## config.mk

```make
export PLATFORM = sky130hd
export DESIGN_NAME = dir_ctrl
export DESIGN_NICKNAME = d
export VERILOG_FILES = /design/src/rtl/ctrl_pkg.sv /design/src/rtl/btn_debounce.sv /design/src/rtl/dir_ctrl.sv
export SDC_FILE = /design/constraint.sdc
export NUM_CORES = 1
export LEC_CHECK = 0
export BUFFER_PORTS_ARGS = -buffer_cell sky130_fd_sc_hd__buf_2
export CAP_MARGIN = 10
export CORE_ASPECT_RATIO = 0.5
export CORE_UTILIZATION = 50
export DETAILED_ROUTE_END_ITERATION = 8
export PLACE_DENSITY = 0.77
export SYNTH_ARGS = -nofsm -noshare
export SYNTH_HDL_FRONTEND = slang
export SYNTH_SLANG_ARGS = --single-unit
```

## constraint.sdc

```tcl
create_clock -name clk -period 2.1 [get_ports clk]
set_input_delay 0.42 -clock clk [delete_from_list [all_inputs] [get_ports clk]]
set_output_delay 0.42 -clock clk [all_outputs]
set_load 0.02 [all_outputs]
```

## src/rtl/ctrl_pkg.sv

```systemverilog
// Shared definitions for the direction/hold control stage: debounce state
// encoding, output reset values and default debounce length.
package ctrl_pkg;

    typedef enum logic [1:0] {
        S_LOW  = 2'b00,
        S_RISE = 2'b01,
        S_HIGH = 2'b11,
        S_FALL = 2'b10
    } db_state_t;

    localparam logic CONTROL_RST   = 1'b1;
    localparam logic ENABLE_RST    = 1'b1;
    localparam int   DB_CYCLES_DEF = 4;
    localparam int   DB_W_DEF      = 8;

    // True once the counted run of disagreeing samples reaches the limit.
    function automatic logic db_done(input logic [7:0] cnt, input logic [7:0] last);
        return (cnt >= last);
    endfunction

endpackage : ctrl_pkg

```

## src/rtl/btn_debounce.sv

```systemverilog
// Two-flop synchroniser followed by a four-state debounce FSM for one
// push button; 'rise' flags the edge on which the stable level goes high.
module btn_debounce
    import ctrl_pkg::*;
#(
    parameter int DB_CYCLES = DB_CYCLES_DEF,
    parameter int DB_W      = DB_W_DEF
) (
    input  logic clk,
    input  logic reset,
    input  logic raw,
    output logic stable,
    output logic rise
);

    // The sample that leaves S_LOW/S_HIGH is the first of the run, so the
    // flip happens when the count shows DB_CYCLES-1 further agreeing samples.
    localparam logic [DB_W-1:0] LAST = DB_W'(DB_CYCLES - 1);
    localparam logic [DB_W-1:0] ONE  = DB_W'(1);

    logic            sync1_r;
    logic            sync2_r;
    db_state_t       state_r;
    db_state_t       state_s;
    logic [DB_W-1:0] cnt_r;
    logic [DB_W-1:0] cnt_s;
    logic            stable_r;
    logic            stable_s;
    logic            rise_s;
    logic            done_s;

    assign done_s = db_done(8'(cnt_r), 8'(LAST));

    // Synchroniser chain for the asynchronous button input.
    always_ff @(posedge clk or negedge reset) begin
        if (!reset) begin
            sync1_r <= 1'b0;
            sync2_r <= 1'b0;
        end else begin
            sync1_r <= raw;
            sync2_r <= sync1_r;
        end
    end

    // Debounce next-state, counter and stable-level logic.
    always_comb begin
        state_s  = state_r;
        cnt_s    = cnt_r;
        stable_s = stable_r;
        rise_s   = 1'b0;
        case (state_r)
            S_LOW: begin
                if (sync2_r) begin
                    cnt_s   = ONE;
                    state_s = S_RISE;
                end else begin
                    cnt_s   = '0;
                end
            end
            S_RISE: begin
                if (!sync2_r) begin
                    cnt_s   = '0;
                    state_s = S_LOW;
                end else if (done_s) begin
                    stable_s = 1'b1;
                    cnt_s    = '0;
                    state_s  = S_HIGH;
                    rise_s   = 1'b1;
                end else begin
                    cnt_s = cnt_r + ONE;
                end
            end
            S_HIGH: begin
                if (!sync2_r) begin
                    cnt_s   = ONE;
                    state_s = S_FALL;
                end else begin
                    cnt_s   = '0;
                end
            end
            S_FALL: begin
                if (sync2_r) begin
                    cnt_s   = '0;
                    state_s = S_HIGH;
                end else if (done_s) begin
                    stable_s = 1'b0;
                    cnt_s    = '0;
                    state_s  = S_LOW;
                end else begin
                    cnt_s = cnt_r + ONE;
                end
            end
            default: begin
                state_s  = S_LOW;
                cnt_s    = '0;
                stable_s = 1'b0;
            end
        endcase
    end

    // Debounce state registers.
    always_ff @(posedge clk or negedge reset) begin
        if (!reset) begin
            state_r  <= S_LOW;
            cnt_r    <= '0;
            stable_r <= 1'b0;
        end else begin
            state_r  <= state_s;
            cnt_r    <= cnt_s;
            stable_r <= stable_s;
        end
    end

    assign stable = stable_r;
    assign rise   = rise_s;

endmodule : btn_debounce

```

## src/rtl/dir_ctrl.sv

```systemverilog
// Direction/hold control for the up/down counter: each debounced button
// press toggles its registered output and emits a one-cycle strobe.
module dir_ctrl
    import ctrl_pkg::*;
#(
    parameter int DB_CYCLES = DB_CYCLES_DEF,
    parameter int DB_W      = DB_W_DEF
) (
    input  logic clk,
    input  logic reset,
    input  logic btn_dir,
    input  logic btn_hold,
    output logic control,
    output logic enable,
    output logic dir_pulse,
    output logic hold_pulse
);

    logic dir_stable_s;
    logic dir_rise_s;
    logic hold_stable_s;
    logic hold_rise_s;
    logic dir_toggle_s;
    logic hold_toggle_s;
    logic control_r;
    logic control_s;
    logic enable_r;
    logic enable_s;
    logic dir_pulse_r;
    logic hold_pulse_r;

    btn_debounce #(
        .DB_CYCLES (DB_CYCLES),
        .DB_W      (DB_W)
    ) u_db_dir (
        .clk    (clk),
        .reset  (reset),
        .raw    (btn_dir),
        .stable (dir_stable_s),
        .rise   (dir_rise_s)
    );

    btn_debounce #(
        .DB_CYCLES (DB_CYCLES),
        .DB_W      (DB_W)
    ) u_db_hold (
        .clk    (clk),
        .reset  (reset),
        .raw    (btn_hold),
        .stable (hold_stable_s),
        .rise   (hold_rise_s)
    );

    // A rise can only come from a low stable level; the guard keeps that explicit.
    always_comb begin
        dir_toggle_s  = dir_rise_s & ~dir_stable_s;
        hold_toggle_s = hold_rise_s & ~hold_stable_s;
        if (dir_toggle_s) begin
            control_s = ~control_r;
        end else begin
            control_s = control_r;
        end
        if (hold_toggle_s) begin
            enable_s = ~enable_r;
        end else begin
            enable_s = enable_r;
        end
    end

    // Output toggle and strobe registers.
    always_ff @(posedge clk or negedge reset) begin
        if (!reset) begin
            control_r    <= CONTROL_RST;
            enable_r     <= ENABLE_RST;
            dir_pulse_r  <= 1'b0;
            hold_pulse_r <= 1'b0;
        end else begin
            control_r    <= control_s;
            enable_r     <= enable_s;
            dir_pulse_r  <= dir_toggle_s;
            hold_pulse_r <= hold_toggle_s;
        end
    end

    assign control    = control_r;
    assign enable     = enable_r;
    assign dir_pulse  = dir_pulse_r;
    assign hold_pulse = hold_pulse_r;

endmodule : dir_ctrl
```

After elaboration in Yosys (flattened, before gate mapping)
Cells that the tools add are included.
{"block": "totals", "reg_bits": 30, "elab_cells": 96}
{"block": "op_classes", "add_sub_neg": 2, "n_bitwise": 6, "n_reduce_logical": 8, "muxes": 42, "n_eq_ne": 22, "n_lt_le_gt_ge": 2}
{"cell": "8-bit one-hot mux with 4 select lines", "count": 2}
{"cell": "8-bit two-way mux", "count": 6}
{"cell": "2-bit two-way mux", "count": 12}
{"cell": "1-bit two-way mux", "count": 18}
{"cell": "8-bit by 1-bit adder with 8-bit output (second input constant)", "count": 2}
{"cell": "8-bit by 2-bit greater-or-equal comparator with 1-bit output (second input constant)", "count": 2}
{"cell": "2-bit by 1-bit != test with 1-bit output (second input constant)", "count": 8}
{"cell": "2-bit one-hot mux with 4 select lines", "count": 2}
{"cell": "5-bit AND reduction", "count": 2}
{"cell": "2-bit == test (second input constant)", "count": 4}
{"cell": "2-bit != test (second input constant)", "count": 4}
{"cell": "4-bit AND reduction", "count": 2}
{"cell": "3-bit by 1-bit != test with 1-bit output (second input constant)", "count": 2}
{"cell": "3-bit != test (second input constant)", "count": 2}
{"cell": "2-bit by 1-bit == test with 1-bit output (second input constant)", "count": 2}
{"cell": "2-bit zero test", "count": 2}
{"cell": "1-bit inverter", "count": 4}
{"cell": "1-bit one-hot mux with 2 select lines", "count": 2}
{"cell": "2-bit nonzero test", "count": 2}
{"cell": "1-bit bitwise AND", "count": 2}

Depth between registers and ports, before layout
{"block": "logic_depth", "ltp_word": 5, "depth_mapped": 6, "depth_no_buf": 6}

Modules after synthesis
From an unflattened synthesis, not the netlist that was laid out.
{"block": "unflattened", "cells_unflattened": 100, "area_unflattened_um2": 1375.1}
{"module": "btn_debounce at u_db_hold", "area_each_um2": 611.8, "n_inst": 1, "seq_area_each_um2": 325.3, "cells_per_inst": 46}
{"module": "btn_debounce at u_db_dir", "area_each_um2": 600.6, "n_inst": 1, "seq_area_each_um2": 325.3, "cells_per_inst": 46}
{"module": "dir_ctrl", "area_each_um2": 162.7, "n_inst": 1, "seq_area_each_um2": 102.6, "cells_per_inst": 8}

Worst setup path after synthesis
Ideal clock, no wire load.
{"block": "synth_timing", "path_type": "register to register", "startpoint": "reg u_db_dir.state_r[1]", "endpoint": "reg u_db_dir.state_r[1]", "setup_slack_ps": 496, "path_stages_with_launch": 7, "setup_ps": 125, "synth_period_minus_slack_ps": 1604, "n_path_buf": 0, "arrival_time_ps": 1479, "cell_sequence": "dfrtp_1 > inv_1 > ha_1 > mux2_1 > nand3_2 > and3_4 > mux2_4"}
{"block": "synth_between", "elab_chain_len": 3, "word_cells_on_any_way": 10, "cone_classes": "eq/ne (7); mux (1); reduce/logical (2)"}
{"item": "start: declaration", "line_no": "btn_debounce.sv:23", "text": "db_state_t state_r;"}
{"item": "start signal: assignment", "line_no": "btn_debounce.sv:108", "text": "state_r <= state_s;"}
{"item": "2-bit == test, or another cell as far along", "line_no": "btn_debounce.sv:51", "text": "case (state_r)"}
{"item": "3-bit by 1-bit != test with 1-bit output (no line), or another cell as far along"}
{"item": "4-bit AND reduction (no line)"}
Parallel ways exist; a longest one is shown, timed or not.
A chain may end at the register's enable or synchronous reset.

Final worst setup path
Same ends and word-level chain as after synthesis.

==> qor.csv <==
metric;value;unit
Routed Wire Length;1.87;mm
DPL Wire Length;1.39;mm
Clk pwr share;25.0;%
vias in the first global route;795;
Sw Share;32.5;%
Synth warnings;0;
final instance area;1520;um2
first-pass GRT wire length;3.32;mm
status;finished, final reports clean;
number of synthesized register bits;30;
Placer Congestion;0.748;
VDD IR-drop max;549;uV
Tightest Pin Transition;616;ps
CTS Buf Count;5;
Final Slew Violations;0;
crit path DAT;1890;ps
CP startpoint kind;flop;
Routed Antenna Nets;0;
Slew headroom;58.9;%
Synth Cell Area;1310;um2
Sum Neg Setup Slack;0;ps
Int Pwr;1240;uW
drt pass-1 iters;4;
CP peak stage delay;400;ps
via count;793;
CTS tree;done;
worst path cell trace;inv_1 > ha_1 > mux2_1 > nand3_2 > and3_4 > mux2_4;
drt wl/cell;11.4;um
synth top area cells;dfrtp_1, ha_1, dfstp_2, a21oi_1, inv_1;
RSZ-0062 raised after global routing;false;
die footprint;2830;um2
residual DRC count;0;
dominant synthesized flop cell;dfrtp_1;
r2r setup slk;370;ps
max frequency;578;MHz
Finish-stage setup viols;0;
Flop pwr share;42.0;%
Async S/R FF share, synth;100;%
# IOs;8;
final worst path period need;1730;ps
filler instances;181;
layout cells sized above 1;20.2;%
R2R cell count;6;
clk slew on worst S/H paths;60;ps
worst r2r dst;u_db_dir.state_r[1];
most frequent cell after synthesis;dfrtp_1;
I/O Buffers;7;
CP Max Fanout;4;
Critical Path Source;u_db_dir.state_r[1];
Die Width;74.3;um
Synth top cells by count;dfrtp_1, ha_1, inv_1;
initial drt markers;8;
Critical Path Sink;u_db_dir.state_r[1];
post-CTS sizing;0;
area grow syn2layout;16.5;%
Pwr Density;1210;nW/um2
CP Capture Type;flop;
leakage power;0.000757;uW
Crit Path Class;reg -> reg;
row count;12;
CTS H-tree lvls;2;
synth unique cells;33;
RR Startpoint;u_db_dir.state_r[1];
register area share after synthesis;57.7;%
gr usage total;17.7;%
Post-CTS Setup Inserts;0;
crit share post-route;82.3;%
Comb power frac;33.0;%
Final Hold Violating Endpoints;0;
area of the core;2340;um2
Clock Sinks;30;
Mapped Cells;103;
antenna violations before repair;0;
utilization after layout;64.9;%
Final nets;144;
number of synthesized flops with an enable pin;0;
CTS root buf;clkbuf_8;
Clk Latency, worst-skew pair;270;ps
largest net degree at the start of global routing;31;
max capacitance violation total;0;
Setup Skew;2.85;ps
CTS Hold Bufs;0;
Synth top area share;53.7;%
Synth area leader;dfrtp_1;
initial core utilization;55.7;%
sw power;597;uW
routed vias/inst;4.84;
CP max-delay cell;dfrtp_1;
Area after DPL;1430;um2
GRT overflow;0;
total power;1840;uW
Worst Hold Class;in -> async;
die height;38.1;um
critical path required time;2260;ps
Mean Syn Cell Area;12.7;um2
CTS max path bufs;2;
diodes inserted;0;
power groups by stage:
stage,logic (uW),clock network [uW],registers [uW]
final,606,458,772
after global routing,683,516,787
after floorplan,446,0,799
after global placement,582,0,777
after detailed placement,600,0,783
after CTS,604,481,774
metrics by stage:
| step | std cells | setup WS, ps | hold slack (ps) |
|---|---|---|---|
| after floorplan | 114 | 496 | 124 |
| after global placement | 156 | 435 | 333 |
| after detailed placement | 156 | 391 | 340 |
| after CTS | 164 | 376 | 178 |
| after global routing | 164 | 304 | 199 |
| final | 164 | 371 | 158 |
registers in the layout (all words and copies together), names as in the netlist:
| name | count |
|---|---|
| u_db_hold.stable | 1 |
| u_db_dir.stable | 1 |
| control | 1 |
| u_db_dir.cnt_r | 8 |
| u_db_dir.sync2_r | 1 |
| u_db_dir.sync1_r | 1 |
| u_db_hold.sync1_r | 1 |
| u_db_hold.sync2_r | 1 |
| u_db_dir.state_r | 2 |
| hold_pulse | 1 |
| enable | 1 |
| u_db_hold.state_r | 2 |
| u_db_hold.cnt_r | 8 |
| dir_pulse | 1 |
final cells by class:
| class | instances | area [um2] | area share, % |
|---|---|---|---|
| clock inverters | 2 | 12.5 | 0.823 |
| clock buffers | 6 | 82.6 | 5.43 |
| repair buffers | 7 | 35.0 | 2.30 |
| multi-input cells | 75 | 559 | 36.8 |
| flip-flops and latches | 30 | 753 | 49.5 |
| inverters | 9 | 33.8 | 2.22 |
| well taps | 35 | 43.8 | 2.88 |
worst max-delay path, delay by kind of cell (launching register included):
family | cells | cell delay [ps]
mux | 2 | 610
fa+ha+maj | 1 | 220
flops | 1 | 400
buf+inv | 1 | 100
simple gates | 2 | 300
routing by layer:
metal	global-route usage [%]	up-vias	share of wire, %
met5	0	-	0
met3	8.68	2	5.0
met4	9.91	0	1.2
met2	30.2	16	48
li1	-	391	-
met1	18.3	384	46
cells in the final DEF, fill, tap and decap left out, drive strengths merged, types with 4 or more instances in the layout:
master | synthesis | final
a21oi | 8 | 8
buf | 0 | 7
clkbuf | 0 | 6
conb | 1 | 12
dfrtp | 28 | 28
ha | 12 | 12
inv | 9 | 9
nand2 | 6 | 6
o21ai | 4 | 4
logic make-up after synthesis:
group	synth area share, %
flip-flops	57.7
AND/OR/NAND/NOR	13.0
AO/OA/AOI/OAI	9.11
adder cells (fa/ha/maj)	11.5
buffers and inverters	2.59
multiplexers	4.41
XOR/XNOR	1.34
other	0.287
how the worst min path moves through the flow:
stage	start	endpoint
CTS	reset	u_db_dir.state_r[1]
finish	reset	u_db_dir.state_r[0]
global route	reset	u_db_dir.cnt_r[1]
floorplan	reset	dir_pulse
global placement	u_db_hold.sync1_r	u_db_hold.sync2_r
detailed placement	u_db_dir.sync1_r	u_db_dir.sync2_r
(Power assumes the default switching activity.)
